[src/rtl/mem_bus_sequencer_if.sv]
// mem_bus_sequencer_if: arbiter grants, requester payloads and ROM/RAM bus of the sequencer.
// MEM_SEQ_ERR_EN adds the sticky err output.
interface mem_bus_sequencer_if #(parameter int ADDR_W = 8, parameter int DATA_W = 8);
    logic              rom_garant, ram_garant_rd, ram_garant_wr;
    logic [ADDR_W-1:0] rom_addr, ram_rd_addr, ram_wr_addr;
    logic [DATA_W-1:0] ram_wr_data, rom_q, ram_q;
    logic              rom_en, ram_re, ram_we;
    logic [ADDR_W-1:0] rom_a, ram_a;
    logic [DATA_W-1:0] ram_d, rom_data, ram_rd_data;
    logic              rom_done, ram_rd_done, ram_wr_done;
`ifdef MEM_SEQ_ERR_EN
    logic              err;
    modport master (
        input  rom_garant, ram_garant_rd, ram_garant_wr, rom_addr, ram_rd_addr, ram_wr_addr,
               ram_wr_data, rom_q, ram_q,
        output rom_en, ram_re, ram_we, rom_a, ram_a, ram_d, rom_data, ram_rd_data,
               rom_done, ram_rd_done, ram_wr_done, err
    );
    modport slave (
        output rom_garant, ram_garant_rd, ram_garant_wr, rom_addr, ram_rd_addr, ram_wr_addr,
               ram_wr_data, rom_q, ram_q,
        input  rom_en, ram_re, ram_we, rom_a, ram_a, ram_d, rom_data, ram_rd_data,
               rom_done, ram_rd_done, ram_wr_done, err
    );
`else
    modport master (
        input  rom_garant, ram_garant_rd, ram_garant_wr, rom_addr, ram_rd_addr, ram_wr_addr,
               ram_wr_data, rom_q, ram_q,
        output rom_en, ram_re, ram_we, rom_a, ram_a, ram_d, rom_data, ram_rd_data,
               rom_done, ram_rd_done, ram_wr_done
    );
    modport slave (
        output rom_garant, ram_garant_rd, ram_garant_wr, rom_addr, ram_rd_addr, ram_wr_addr,
               ram_wr_data, rom_q, ram_q,
        input  rom_en, ram_re, ram_we, rom_a, ram_a, ram_d, rom_data, ram_rd_data,
               rom_done, ram_rd_done, ram_wr_done
    );
`endif
endinterface

[src/rtl/mem_bus_sequencer.sv]
// mem_bus_sequencer: runs the one granted ROM fetch / RAM read / RAM write with wait states.
// MEM_SEQ_ERR_EN adds a sticky err flag for multi-grant and abort events.
module mem_bus_sequencer #(
    parameter int ADDR_W   = 8,
    parameter int DATA_W   = 8,
    parameter int ROM_WAIT = 1,
    parameter int RAM_WAIT = 2
) (
    input logic clk,
    input logic reset,
    mem_bus_sequencer_if.master bus
);
    typedef enum logic [1:0] {IDLE, ACCESS, RELEASE} state_t;
    typedef enum logic [1:0] {K_NONE, K_ROM, K_RD, K_WR} kind_t;

    state_t            state_q, state_d;
    kind_t             kind_q, kind_d;
    logic [3:0]        cnt_q, cnt_d;
    logic              rom_en_q, rom_en_d, ram_re_q, ram_re_d, ram_we_q, ram_we_d;
    logic [ADDR_W-1:0] rom_a_q, rom_a_d, ram_a_q, ram_a_d;
    logic [DATA_W-1:0] ram_d_q, ram_d_d, rom_data_q, rom_data_d, ram_rd_data_q, ram_rd_data_d;
    logic              rom_done_q, rom_done_d, ram_rd_done_q, ram_rd_done_d;
    logic              ram_wr_done_q, ram_wr_done_d;
    logic              any_gnt, multi_gnt, gnt_k;
`ifdef MEM_SEQ_ERR_EN
    logic              err_q, err_d;
`endif

    assign any_gnt   = bus.rom_garant | bus.ram_garant_rd | bus.ram_garant_wr;
    assign multi_gnt = (bus.rom_garant & bus.ram_garant_rd) | (bus.rom_garant & bus.ram_garant_wr)
                     | (bus.ram_garant_rd & bus.ram_garant_wr);
    assign gnt_k     = kind_q == K_ROM ? bus.rom_garant :
                       kind_q == K_RD  ? bus.ram_garant_rd :
                       kind_q == K_WR  ? bus.ram_garant_wr : 1'b0;

    always_comb begin
        state_d       = state_q;
        kind_d        = kind_q;
        cnt_d         = cnt_q;
        rom_en_d      = rom_en_q;
        ram_re_d      = ram_re_q;
        ram_we_d      = ram_we_q;
        rom_a_d       = rom_a_q;
        ram_a_d       = ram_a_q;
        ram_d_d       = ram_d_q;
        rom_data_d    = rom_data_q;
        ram_rd_data_d = ram_rd_data_q;
        rom_done_d    = 1'b0;
        ram_rd_done_d = 1'b0;
        ram_wr_done_d = 1'b0;
`ifdef MEM_SEQ_ERR_EN
        err_d         = err_q;
`endif
        case (state_q)
            IDLE: if (any_gnt) begin
                state_d = ACCESS;
`ifdef MEM_SEQ_ERR_EN
                err_d   = err_q | multi_gnt;
`endif
                if (bus.rom_garant) begin
                    kind_d   = K_ROM;
                    rom_a_d  = bus.rom_addr;
                    cnt_d    = 4'(ROM_WAIT);
                    rom_en_d = 1'b1;
                end else if (bus.ram_garant_rd) begin
                    kind_d   = K_RD;
                    ram_a_d  = bus.ram_rd_addr;
                    cnt_d    = 4'(RAM_WAIT);
                    ram_re_d = 1'b1;
                end else begin
                    kind_d   = K_WR;
                    ram_a_d  = bus.ram_wr_addr;
                    ram_d_d  = bus.ram_wr_data;
                    cnt_d    = 4'(RAM_WAIT);
                    ram_we_d = 1'b1;
                end
            end
            ACCESS: if (!gnt_k) begin
                // abort: the RAM may already hold a partial write, but nobody is told done
                state_d  = IDLE;
                rom_en_d = 1'b0;
                ram_re_d = 1'b0;
                ram_we_d = 1'b0;
`ifdef MEM_SEQ_ERR_EN
                err_d    = 1'b1;
`endif
            end else if (cnt_q == 4'd0) begin
                state_d       = RELEASE;
                rom_en_d      = 1'b0;
                ram_re_d      = 1'b0;
                ram_we_d      = 1'b0;
                rom_data_d    = kind_q == K_ROM ? bus.rom_q : rom_data_q;
                ram_rd_data_d = kind_q == K_RD ? bus.ram_q : ram_rd_data_q;
                rom_done_d    = kind_q == K_ROM;
                ram_rd_done_d = kind_q == K_RD;
                ram_wr_done_d = kind_q == K_WR;
            end else begin
                cnt_d = cnt_q - 4'd1;
            end
            RELEASE: state_d = gnt_k ? RELEASE : IDLE;
            default: state_d = IDLE;
        endcase
    end

    always_ff @(posedge clk or posedge reset) begin
        if (reset) begin
            state_q       <= IDLE;
            kind_q        <= K_NONE;
            cnt_q         <= '0;
            rom_en_q      <= 1'b0;
            ram_re_q      <= 1'b0;
            ram_we_q      <= 1'b0;
            rom_a_q       <= '0;
            ram_a_q       <= '0;
            ram_d_q       <= '0;
            rom_data_q    <= '0;
            ram_rd_data_q <= '0;
            rom_done_q    <= 1'b0;
            ram_rd_done_q <= 1'b0;
            ram_wr_done_q <= 1'b0;
`ifdef MEM_SEQ_ERR_EN
            err_q         <= 1'b0;
`endif
        end else begin
            state_q       <= state_d;
            kind_q        <= kind_d;
            cnt_q         <= cnt_d;
            rom_en_q      <= rom_en_d;
            ram_re_q      <= ram_re_d;
            ram_we_q      <= ram_we_d;
            rom_a_q       <= rom_a_d;
            ram_a_q       <= ram_a_d;
            ram_d_q       <= ram_d_d;
            rom_data_q    <= rom_data_d;
            ram_rd_data_q <= ram_rd_data_d;
            rom_done_q    <= rom_done_d;
            ram_rd_done_q <= ram_rd_done_d;
            ram_wr_done_q <= ram_wr_done_d;
`ifdef MEM_SEQ_ERR_EN
            err_q         <= err_d;
`endif
        end
    end

    assign bus.rom_en      = rom_en_q;
    assign bus.ram_re      = ram_re_q;
    assign bus.ram_we      = ram_we_q;
    assign bus.rom_a       = rom_a_q;
    assign bus.ram_a       = ram_a_q;
    assign bus.ram_d       = ram_d_q;
    assign bus.rom_data    = rom_data_q;
    assign bus.ram_rd_data = ram_rd_data_q;
    assign bus.rom_done    = rom_done_q;
    assign bus.ram_rd_done = ram_rd_done_q;
    assign bus.ram_wr_done = ram_wr_done_q;
`ifdef MEM_SEQ_ERR_EN
    assign bus.err         = err_q;
`endif
endmodule

[src/flat_wrapper.sv]
// flat-port wrapper written by rule: the top's interface ports become plain ports
module mem_bus_sequencer_flat 
#(
    parameter int ADDR_W   = 8,
    parameter int DATA_W   = 8,
    parameter int ROM_WAIT = 1,
    parameter int RAM_WAIT = 2
)
  (clk, reset, bus_rom_garant, bus_ram_garant_rd, bus_ram_garant_wr, bus_rom_addr, bus_ram_rd_addr, bus_ram_wr_addr, bus_ram_wr_data, bus_rom_q, bus_ram_q, bus_rom_en, bus_ram_re, bus_ram_we, bus_rom_a, bus_ram_a, bus_ram_d, bus_rom_data, bus_ram_rd_data, bus_rom_done, bus_ram_rd_done, bus_ram_wr_done);
  mem_bus_sequencer_if #(.ADDR_W(ADDR_W), .DATA_W(DATA_W)) bus_i ();
  input logic clk;
  input logic reset;
  input wire logic [$bits(bus_i.rom_garant)-1:0] bus_rom_garant;
  input wire logic [$bits(bus_i.ram_garant_rd)-1:0] bus_ram_garant_rd;
  input wire logic [$bits(bus_i.ram_garant_wr)-1:0] bus_ram_garant_wr;
  input wire logic [$bits(bus_i.rom_addr)-1:0] bus_rom_addr;
  input wire logic [$bits(bus_i.ram_rd_addr)-1:0] bus_ram_rd_addr;
  input wire logic [$bits(bus_i.ram_wr_addr)-1:0] bus_ram_wr_addr;
  input wire logic [$bits(bus_i.ram_wr_data)-1:0] bus_ram_wr_data;
  input wire logic [$bits(bus_i.rom_q)-1:0] bus_rom_q;
  input wire logic [$bits(bus_i.ram_q)-1:0] bus_ram_q;
  output wire logic [$bits(bus_i.rom_en)-1:0] bus_rom_en;
  output wire logic [$bits(bus_i.ram_re)-1:0] bus_ram_re;
  output wire logic [$bits(bus_i.ram_we)-1:0] bus_ram_we;
  output wire logic [$bits(bus_i.rom_a)-1:0] bus_rom_a;
  output wire logic [$bits(bus_i.ram_a)-1:0] bus_ram_a;
  output wire logic [$bits(bus_i.ram_d)-1:0] bus_ram_d;
  output wire logic [$bits(bus_i.rom_data)-1:0] bus_rom_data;
  output wire logic [$bits(bus_i.ram_rd_data)-1:0] bus_ram_rd_data;
  output wire logic [$bits(bus_i.rom_done)-1:0] bus_rom_done;
  output wire logic [$bits(bus_i.ram_rd_done)-1:0] bus_ram_rd_done;
  output wire logic [$bits(bus_i.ram_wr_done)-1:0] bus_ram_wr_done;
  assign bus_i.rom_garant = bus_rom_garant;
  assign bus_i.ram_garant_rd = bus_ram_garant_rd;
  assign bus_i.ram_garant_wr = bus_ram_garant_wr;
  assign bus_i.rom_addr = bus_rom_addr;
  assign bus_i.ram_rd_addr = bus_ram_rd_addr;
  assign bus_i.ram_wr_addr = bus_ram_wr_addr;
  assign bus_i.ram_wr_data = bus_ram_wr_data;
  assign bus_i.rom_q = bus_rom_q;
  assign bus_i.ram_q = bus_ram_q;
  assign bus_rom_en = bus_i.rom_en;
  assign bus_ram_re = bus_i.ram_re;
  assign bus_ram_we = bus_i.ram_we;
  assign bus_rom_a = bus_i.rom_a;
  assign bus_ram_a = bus_i.ram_a;
  assign bus_ram_d = bus_i.ram_d;
  assign bus_rom_data = bus_i.rom_data;
  assign bus_ram_rd_data = bus_i.ram_rd_data;
  assign bus_rom_done = bus_i.rom_done;
  assign bus_ram_rd_done = bus_i.ram_rd_done;
  assign bus_ram_wr_done = bus_i.ram_wr_done;
  mem_bus_sequencer #(.ADDR_W(ADDR_W), .DATA_W(DATA_W), .ROM_WAIT(ROM_WAIT), .RAM_WAIT(RAM_WAIT)) u_core (.clk(clk), .reset(reset), .bus(bus_i));
endmodule
[config.mk]
export PLATFORM = sky130hd
export DESIGN_NAME = mem_bus_sequencer_flat
export DESIGN_NICKNAME = d
export VERILOG_FILES = /design/src/rtl/mem_bus_sequencer_if.sv /design/src/rtl/mem_bus_sequencer.sv /design/src/flat_wrapper.sv
export SDC_FILE = /design/constraint.sdc
export NUM_CORES = 1
export LEC_CHECK = 0
export BUFFER_PORTS_ARGS = -buffer_cell sky130_fd_sc_hd__buf_4
export CAP_MARGIN = 15
export CORE_ASPECT_RATIO = 1.75
export CORE_MARGIN = 2
export CORE_UTILIZATION = 35
export CTS_BUF_LIST = sky130_fd_sc_hd__clkbuf_8
export DETAILED_ROUTE_END_ITERATION = 12
export PLACE_DENSITY = 0.61
export SYNTH_ARGS = -nofsm -noshare
export SYNTH_HDL_FRONTEND = slang
export SYNTH_SLANG_ARGS = --single-unit
[constraint.sdc]
create_clock -name clk -period 2.4 [get_ports clk]
set_clock_uncertainty 0.2 [all_clocks]
set_input_delay 0 -clock clk [delete_from_list [all_inputs] [get_ports clk]]
set_output_delay 0 -clock clk [all_outputs]
set_load 0.05 [all_outputs]
==> results of run 1 <==
==> flip-flops by register name, indices dropped and copies added, names as in the netlist <==
register / flops
u_core.bus.rom_en: 1
u_core.bus.rom_done: 1
u_core.bus.ram_a: 8
u_core.kind_q: 2
u_core.bus.ram_we: 1
u_core.bus.ram_d: 8
u_core.bus.rom_a: 8
u_core.bus.ram_re: 1
u_core.bus.ram_rd_done: 1
u_core.state_q: 2
u_core.cnt_q: 4
u_core.bus.rom_data: 8
u_core.bus.ram_rd_data: 8
u_core.bus.ram_wr_done: 1
==> critical path, cell delays in order (launching register included) <==
cell and delay (ns):
dfrtp_1 0.41, inv_1 0.11, ha_1 0.38, nor4b_2 0.39, nor3_2 0.10, nand2_1 0.14, mux2_4 0.31
==> Yosys cell counts <==
library cell,number
a2111oi_0,1
a21oi_1,13
a22o_1,1
a31o_1,1
a31oi_1,1
a32oi_1,1
and3_1,1
and4_2,1
and4bb_4,1
buf_2,5
buf_6,2
dfrtp_1,54
ha_1,5
inv_1,13
mux2_2,32
mux2_4,2
mux2i_1,12
nand2_1,6
nand2b_1,3
nand3_1,2
nand3b_1,1
nand4_4,1
nand4b_4,1
nor2_1,13
nor2b_1,1
nor3_1,1
nor3_2,1
nor3b_4,1
nor4b_2,1
nor4bb_1,1
o211ai_2,1
o21a_1,1
o21ai_0,5
o21ai_2,1
o311ai_1,1
==> layout make-up <==
class	instances	area, sq um
clock buffer	5	68.8
clock inverter	3	17.5
fill	609	2910
inverter	13	48.8
multi-input combinational	114	998
sequential	54	1350
tap	84	105
timing repair buffer	156	1310
==> final timing paths <==
path	start	end	slack (ns)	cells past startpoint
hold / removal	bus_ram_q[6]	u_core.bus.ram_rd_data[6]$_DFFE_PP0P_	0.26	3
max in group asynchronous	reset	u_core.bus.rom_data[5]$_DFFE_PP0P_	0.83	5
hold reg to reg	u_core.bus.rom_data[0]$_DFFE_PP0P_	u_core.bus.rom_data[0]$_DFFE_PP0P_	0.31	1
setup reg to reg	u_core.state_q[1]$_DFFE_PP0P_	u_core.cnt_q[1]$_DFFE_PP0P_	0.26	6
min in group asynchronous	reset	u_core.bus.ram_d[5]$_DFFE_PP0P_	0.59	4
setup / recovery	u_core.state_q[1]$_DFFE_PP0P_	u_core.cnt_q[1]$_DFFE_PP0P_	0.26	6
==> cell usage in the layout (no fill, tap or decap), types with 2 or more instances in the layout <==
cell	n
inv_1	13
dfrtp_1	54
mux2_2	32
nand2b_1	3
nand3_1	2
nor2_1	13
buf_4	102
nand2_1	6
mux2i_1	12
o21ai_0	5
mux2_4	2
a21oi_1	13
ha_1	5
dlygate4sd3_1	54
clkbuf_8	5
==> report_power, final <==
| group | switching (uW) | total (uW) | internal, uW |
|---|---|---|---|
| clock network | 291 | 493 | 202 |
| registers | 239 | 1530 | 1300 |
| logic | 1840 | 2900 | 1060 |
| total | 2370 | 4930 | 2560 |
==> stage by stage <==
step | instances | hold slack [ns] | power, uW | area (sq um)
floorplan | 188 | -0.0496 | 3530 | 2440
global placement | 367 | -0.217 | 4320 | 3270
detailed placement | 367 | -0.222 | 4360 | 3270
CTS | 429 | 0.243 | 4960 | 3900
global route | 429 | 0.247 | 5210 | 3900
finish | 429 | 0.258 | 4930 | 3900
==> cell families after synthesis <==
group                    count (synthesis)  synth area share (%)
AO/OA/AOI/OAI                           27                  6.92
buffers and inverters                   20                  3.95
flip-flops                              54                  55.4
adder cells (fa/ha/maj)                  5                  2.56
multiplexers                            46                  20.9
AND/OR/NAND/NOR                         36                  10.3
==> routing by layer <==
| metal | share of wire (%) | wire, um | vias to the layer above |
|---|---|---|---|
| met5 | 0 | 0 | - |
| met4 | 4.2 | 260 | 0 |
| met3 | 2.9 | 181 | 19 |
| met2 | 59 | 3600 | 53 |
| met1 | 34 | 2100 | 985 |
| li1 | - | - | 966 |
==> repair_timing <==
| action | CTS | global route |
|---|---|---|
| endpoints found under the hold margin | 102 | 0 |
| setup endpoints to repair | 0 | 0 |
| hold buffers | 54 | 0 |
==> key figures, run 1 <==
Clock network
  – Worst-path clk slew: 0.09 ns
  – Post-CTS setup buffer count: 0
  – TritonCTS clock tree: done
  – CTS H-Tree Depth: 2
  – Clock sinks: 54
  – CTS resizes: 0
  – CTS buffer count: 5
  – Worst skew pair latency: 0.31 ns
  – Clock Path Buffers: 2
  – Clk root buf: clkbuf_8

Logic synthesis
  – Yosys top cell by area: dfrtp_1
  – Synthesized cell area: 2440 sq um
  – Count of cell types in the netlist: 35
  – Synthesized instance count: 188
  – Register area share after synthesis: 55.4%
  – Ys Warns: 0
  – Syn Nets: 246
  – Proportion of netlist area held by the largest area contributor: 55.4%
  – Register bit total from synthesis: 54
  – Ranking of synthesized cells by area: dfrtp_1, mux2_2, mux2i_1, a21oi_1, ha_1
  – Avg Cell Area, Syn: 13.0 sq um

Detailed routing
  – Remaining DRCs: 0
  – DR iter-0 viols: 80
  – Via-per-instance ratio: about 4.7
  – Detail Route Antenna Nets: 0
  – Routed via count: 2023
  – WL final: around 6.1 mm
  – DRT Pass-1 Iters: 4
  – Drt wl/cell: 14.3 um

Floorplanning
  – CORE AREA: 6810 sq um
  – Die Area: 7680 sq um
  – Starting Density: a little over a third
  – Site Rows: 40
  – Die Y-Extent: 114 um
  – Die X: 67.1 um
  – Ports: 99

Global route
  – Met2 Usage GRT: between 30% and 40%
  – M1 GR Usage: 17.1%
  – Initial antenna violation count: 0
  – Met3 usage: 2.56%
  – Largest net degree at the start of global routing: 22
  – GRT Total Usage: 16.7%
  – Busiest grt layer: met2
  – Overflow after GRT: 0
  – First-pass GRT wire length: 9.59 mm
  – Vias in the first global route: between 2000 and 2500

STA
  – Pins Over Slew Limit: 0
  – Actual slew at the worst max-slew pin: between 0.5 and 0.6 ns
  – Tmin final: between 2 and 2.5 ns
  – Slew HR: 61.5%
  – Final WS setup: 0.260 ns
  – Final hold vios: 0
  – Final period utilization: about 89%
  – Setup TNS: 0 ns
  – RSZ-0062 raised after global routing: false
  – Maximum clock rate: 0.467 GHz
  – Finish-stage setup viols: 0

Cells and area
  – Syn-to-layout area delta: 59.7%
  – Share of post-route cells with drive strength above 1: 44.6%
  – Antenna diodes: 0
  – Nets: 402
  – Final cell utilization of the core: 57.2%

Setup path
  – CP arrival: 2.14 ns
  – CP Data Required Time: ~2.4 ns
  – Worst Setup Path Type: register to register
  – CP endpoint kind: register
  – Critical Path Fanout Max: 12
  – Startpoint types: register

Status
  – Outcome: finished clean

Power
  – Leakage: 0.00194 uW
  – Pwr Density: approximately 1300 nW/um^2
  – Max IR drop VDD: 0.000750 V

Min path
  – Worst min path class: input port to register

Placement
  – Pre-CTS WS: roughly 0.27 ns
  – PortBufs: a little under 100
  – Placer Congestion: 0.802
  – Detail Placement HPWL: 4.34 mm

Job
  – Max_cap viols: 0
Power figures use the tool's default switching activity.
==> run 2: changes to the inputs <==
--- a/config.mk
+++ b/config.mk
@@ -12,7 +12,7 @@
 export CORE_UTILIZATION = 35
 export CTS_BUF_LIST = sky130_fd_sc_hd__clkbuf_8
 export DETAILED_ROUTE_END_ITERATION = 12
-export PLACE_DENSITY = 0.61
+export PLACE_DENSITY = 0.65
 export SYNTH_ARGS = -nofsm -noshare
 export SYNTH_HDL_FRONTEND = slang
 export SYNTH_SLANG_ARGS = --single-unit
==> key figures, run 2 (synthesis gave the netlist of run 1 again) <==
Clock network
  – Worst skew pair latency: 0.31 ns (about the same)
  – Worst-path clk slew: 0.10 ns (about the same)
  – CTS buffer count: 5 (unchanged)
  – TritonCTS clock tree: done
  – Post-CTS setup buffer count: 0 (unchanged)
  – Clock Path Buffers: 2 (unchanged)
  – CTS H-Tree Depth: 2 (unchanged)
  – Clk root buf: clkbuf_8
  – Clock sinks: 54 (unchanged)
  – CTS resizes: 0 (unchanged)

Floorplanning
  – Die Area: 7680 sq um (unchanged)
  – CORE AREA: 6810 sq um (unchanged)
  – Ports: 99 (unchanged)
  – Die X: 67.1 um (unchanged)
  – Starting Density: 35.8% (unchanged)
  – Die Y-Extent: 114 um (unchanged)
  – Site Rows: 40 (unchanged)

Detailed routing
  – DR iter-0 viols: 40 (-50%)
  – WL final: 6.08 mm (-0.96%)
  – Remaining DRCs: 0 (unchanged)
  – DRT Pass-1 Iters: 4 (unchanged)
  – Detail Route Antenna Nets: 0 (unchanged)
  – Via-per-instance ratio: 4.75 (+0.65%)
  – Routed via count: 2022 (-0.049%)
  – Drt wl/cell: 14.3 um (-0.26%)

Placement
  – Dpl cells: 365 (-0.54%)
  – PortBufs: 98 (unchanged)
  – Detail Placement HPWL: 4.11 mm (-5.3%)
  – Placer Congestion: 0.801 (-0.12%)

STA
  – Maximum clock rate: 0.476 GHz (+1.8%)
  – Setup TNS: 0 ns (unchanged)
  – Tmin final: 2.10 ns (-0.0387 ns)
  – Pins Over Slew Limit: 0 (unchanged)
  – Slew HR: 47.2% (-14 points)
  – RSZ-0062 raised after global routing: false
  – Actual slew at the worst max-slew pin: 0.790 ns (+0.213 ns)
  – Finish-stage setup viols: 0 (unchanged)
  – Final hold vios: 0 (unchanged)
  – Final period utilization: 87.6% (-1.6 points)

Cells and area
  – Commonest cells after routing, fill and taps aside: buf_4, dfrtp_1, dlygate4sd3_1
  – Share of post-route cells with drive strength above 1: 44.4% (-0.19 points)
  – Non-Filler Instances: 426 (-0.70%)
  – Most common cell after layout, fill and taps aside: buf_4
  – Nets: 399 (-0.75%)
  – Syn-to-layout area delta: 58.9%
  – Antenna diodes: 0 (unchanged)

Status
  – Outcome: finished clean

Min path
  – Worst min path class: input port to async pin

Power
  – Pwr Density: 1270 nW/um^2 (+0.35%)
  – Max IR drop VDD: 0.000835 V (+11%)
  – Total Power: 4920 uW (-0.17%)
  – Leakage: 0.00193 uW (-0.56%)

Global route
  – GRT Total Usage: 16.8% (+0.14 points)
  – Largest net degree at the start of global routing: 39 (+77%)
  – Overflow after GRT: 0 (unchanged)
  – Initial antenna violation count: 0 (unchanged)
  – First-pass GRT wire length: 9.69 mm (+1.1%)
  – Vias in the first global route: 2058 (+0.34%)

Setup path
  – CP arrival: 2.11 ns (-0.03 ns)
  – Critical Path Fanout Max: 12 (unchanged)
  – R2R depth: 6 (unchanged)
  – Worst Setup Path Type: register to register
  – CP Data Required Time: 2.41 ns (about the same)
  – CP endpoint kind: register
  – Startpoint types: register

Job
  – Max_cap viols: 0 (unchanged)
-- run 2: cell count changes in the layout (fill, tap and decap cells not counted) --
cell           previous run  this run
buf_4                   102       100
dlygate4sd3_1            54        53
clkinv_4                  1         0
clkbuf_8                  5         6
-- run 2: path summary, 6_finish.rpt --
path	startpoint	endpoint	slack [ns]
worst min-delay path	reset	u_core.kind_q[0]$_DFFE_PP0N_	0.19
worst max-delay path	u_core.state_q[0]$_DFFE_PP0P_	u_core.cnt_q[1]$_DFFE_PP0P_	0.30
max in group asynchronous	reset	u_core.bus.ram_a[2]$_DFFE_PP0P_	1.08
worst max register to register	u_core.state_q[0]$_DFFE_PP0P_	u_core.cnt_q[1]$_DFFE_PP0P_	0.30
min in group clk	bus_ram_wr_data[1]	u_core.bus.ram_d[1]$_DFFE_PP0P_	0.26
worst min register to register	u_core.bus.rom_a[3]$_DFFE_PP0P_	u_core.bus.rom_a[3]$_DFFE_PP0P_	0.31
-- run 2: routing by layer --
metal  GRT usage [%]  share of wire, %  wire (um)  vias up
met3            3.93               3.4        205       14
met1            18.6                36       2210     1002
li1                -                 -          -      959
met2            29.4                57       3480       47
met4            8.03               3.0        183        0
met5               0                 0          0        -
-- run 2: final cells by class --
| type | count | area (sq um) |
|---|---|---|
| Tap cell | 84 | 105 |
| Clock inverter | 2 | 8.76 |
| Timing Repair Buffer | 153 | 1280 |
| Sequential cell | 54 | 1350 |
| Multi-Input combinational cell | 114 | 998 |
| Fill cell | 611 | 2930 |
| Clock buffer | 6 | 82.6 |
| Inverter | 13 | 48.8 |
-- run 2: critical path: stages (launching register included) --
cell	delay [ns]
dfrtp_1	0.43
inv_1	0.10
ha_1	0.35
nor4b_2	0.38
nor3_2	0.11
nand2_1	0.14
mux2_4	0.30
-- run 2: power breakdown --
group | total, uW | leakage, uW | internal (uW) | switching (uW)
Sequential | 1530 | 0.000666 | 1300 | 231
Clock | 521 | 0.0000524 | 229 | 292
Combinational | 2870 | 0.00121 | 1040 | 1830
-- run 2: what timing repair did --
item / in CTS / in global routing
endpoints found under the hold margin: 85 / 0
hold buffers: 53 / 0
endpoints found under the setup margin: 0 / 0
-- run 2: stage by stage --
stage	utilization (%)	cell area [sq um]	worst slack (ns)	hold slack, ns
after floorplan	-	2440	0.499	-0.0496
after global placement	47.8	3250	0.361	0.0113
after detailed placement	47.8	3250	0.309	0.0137
after CTS	56.9	3880	0.290	0.222
after global routing	56.9	3880	0.179	0.244
final	56.9	3880	0.298	0.193
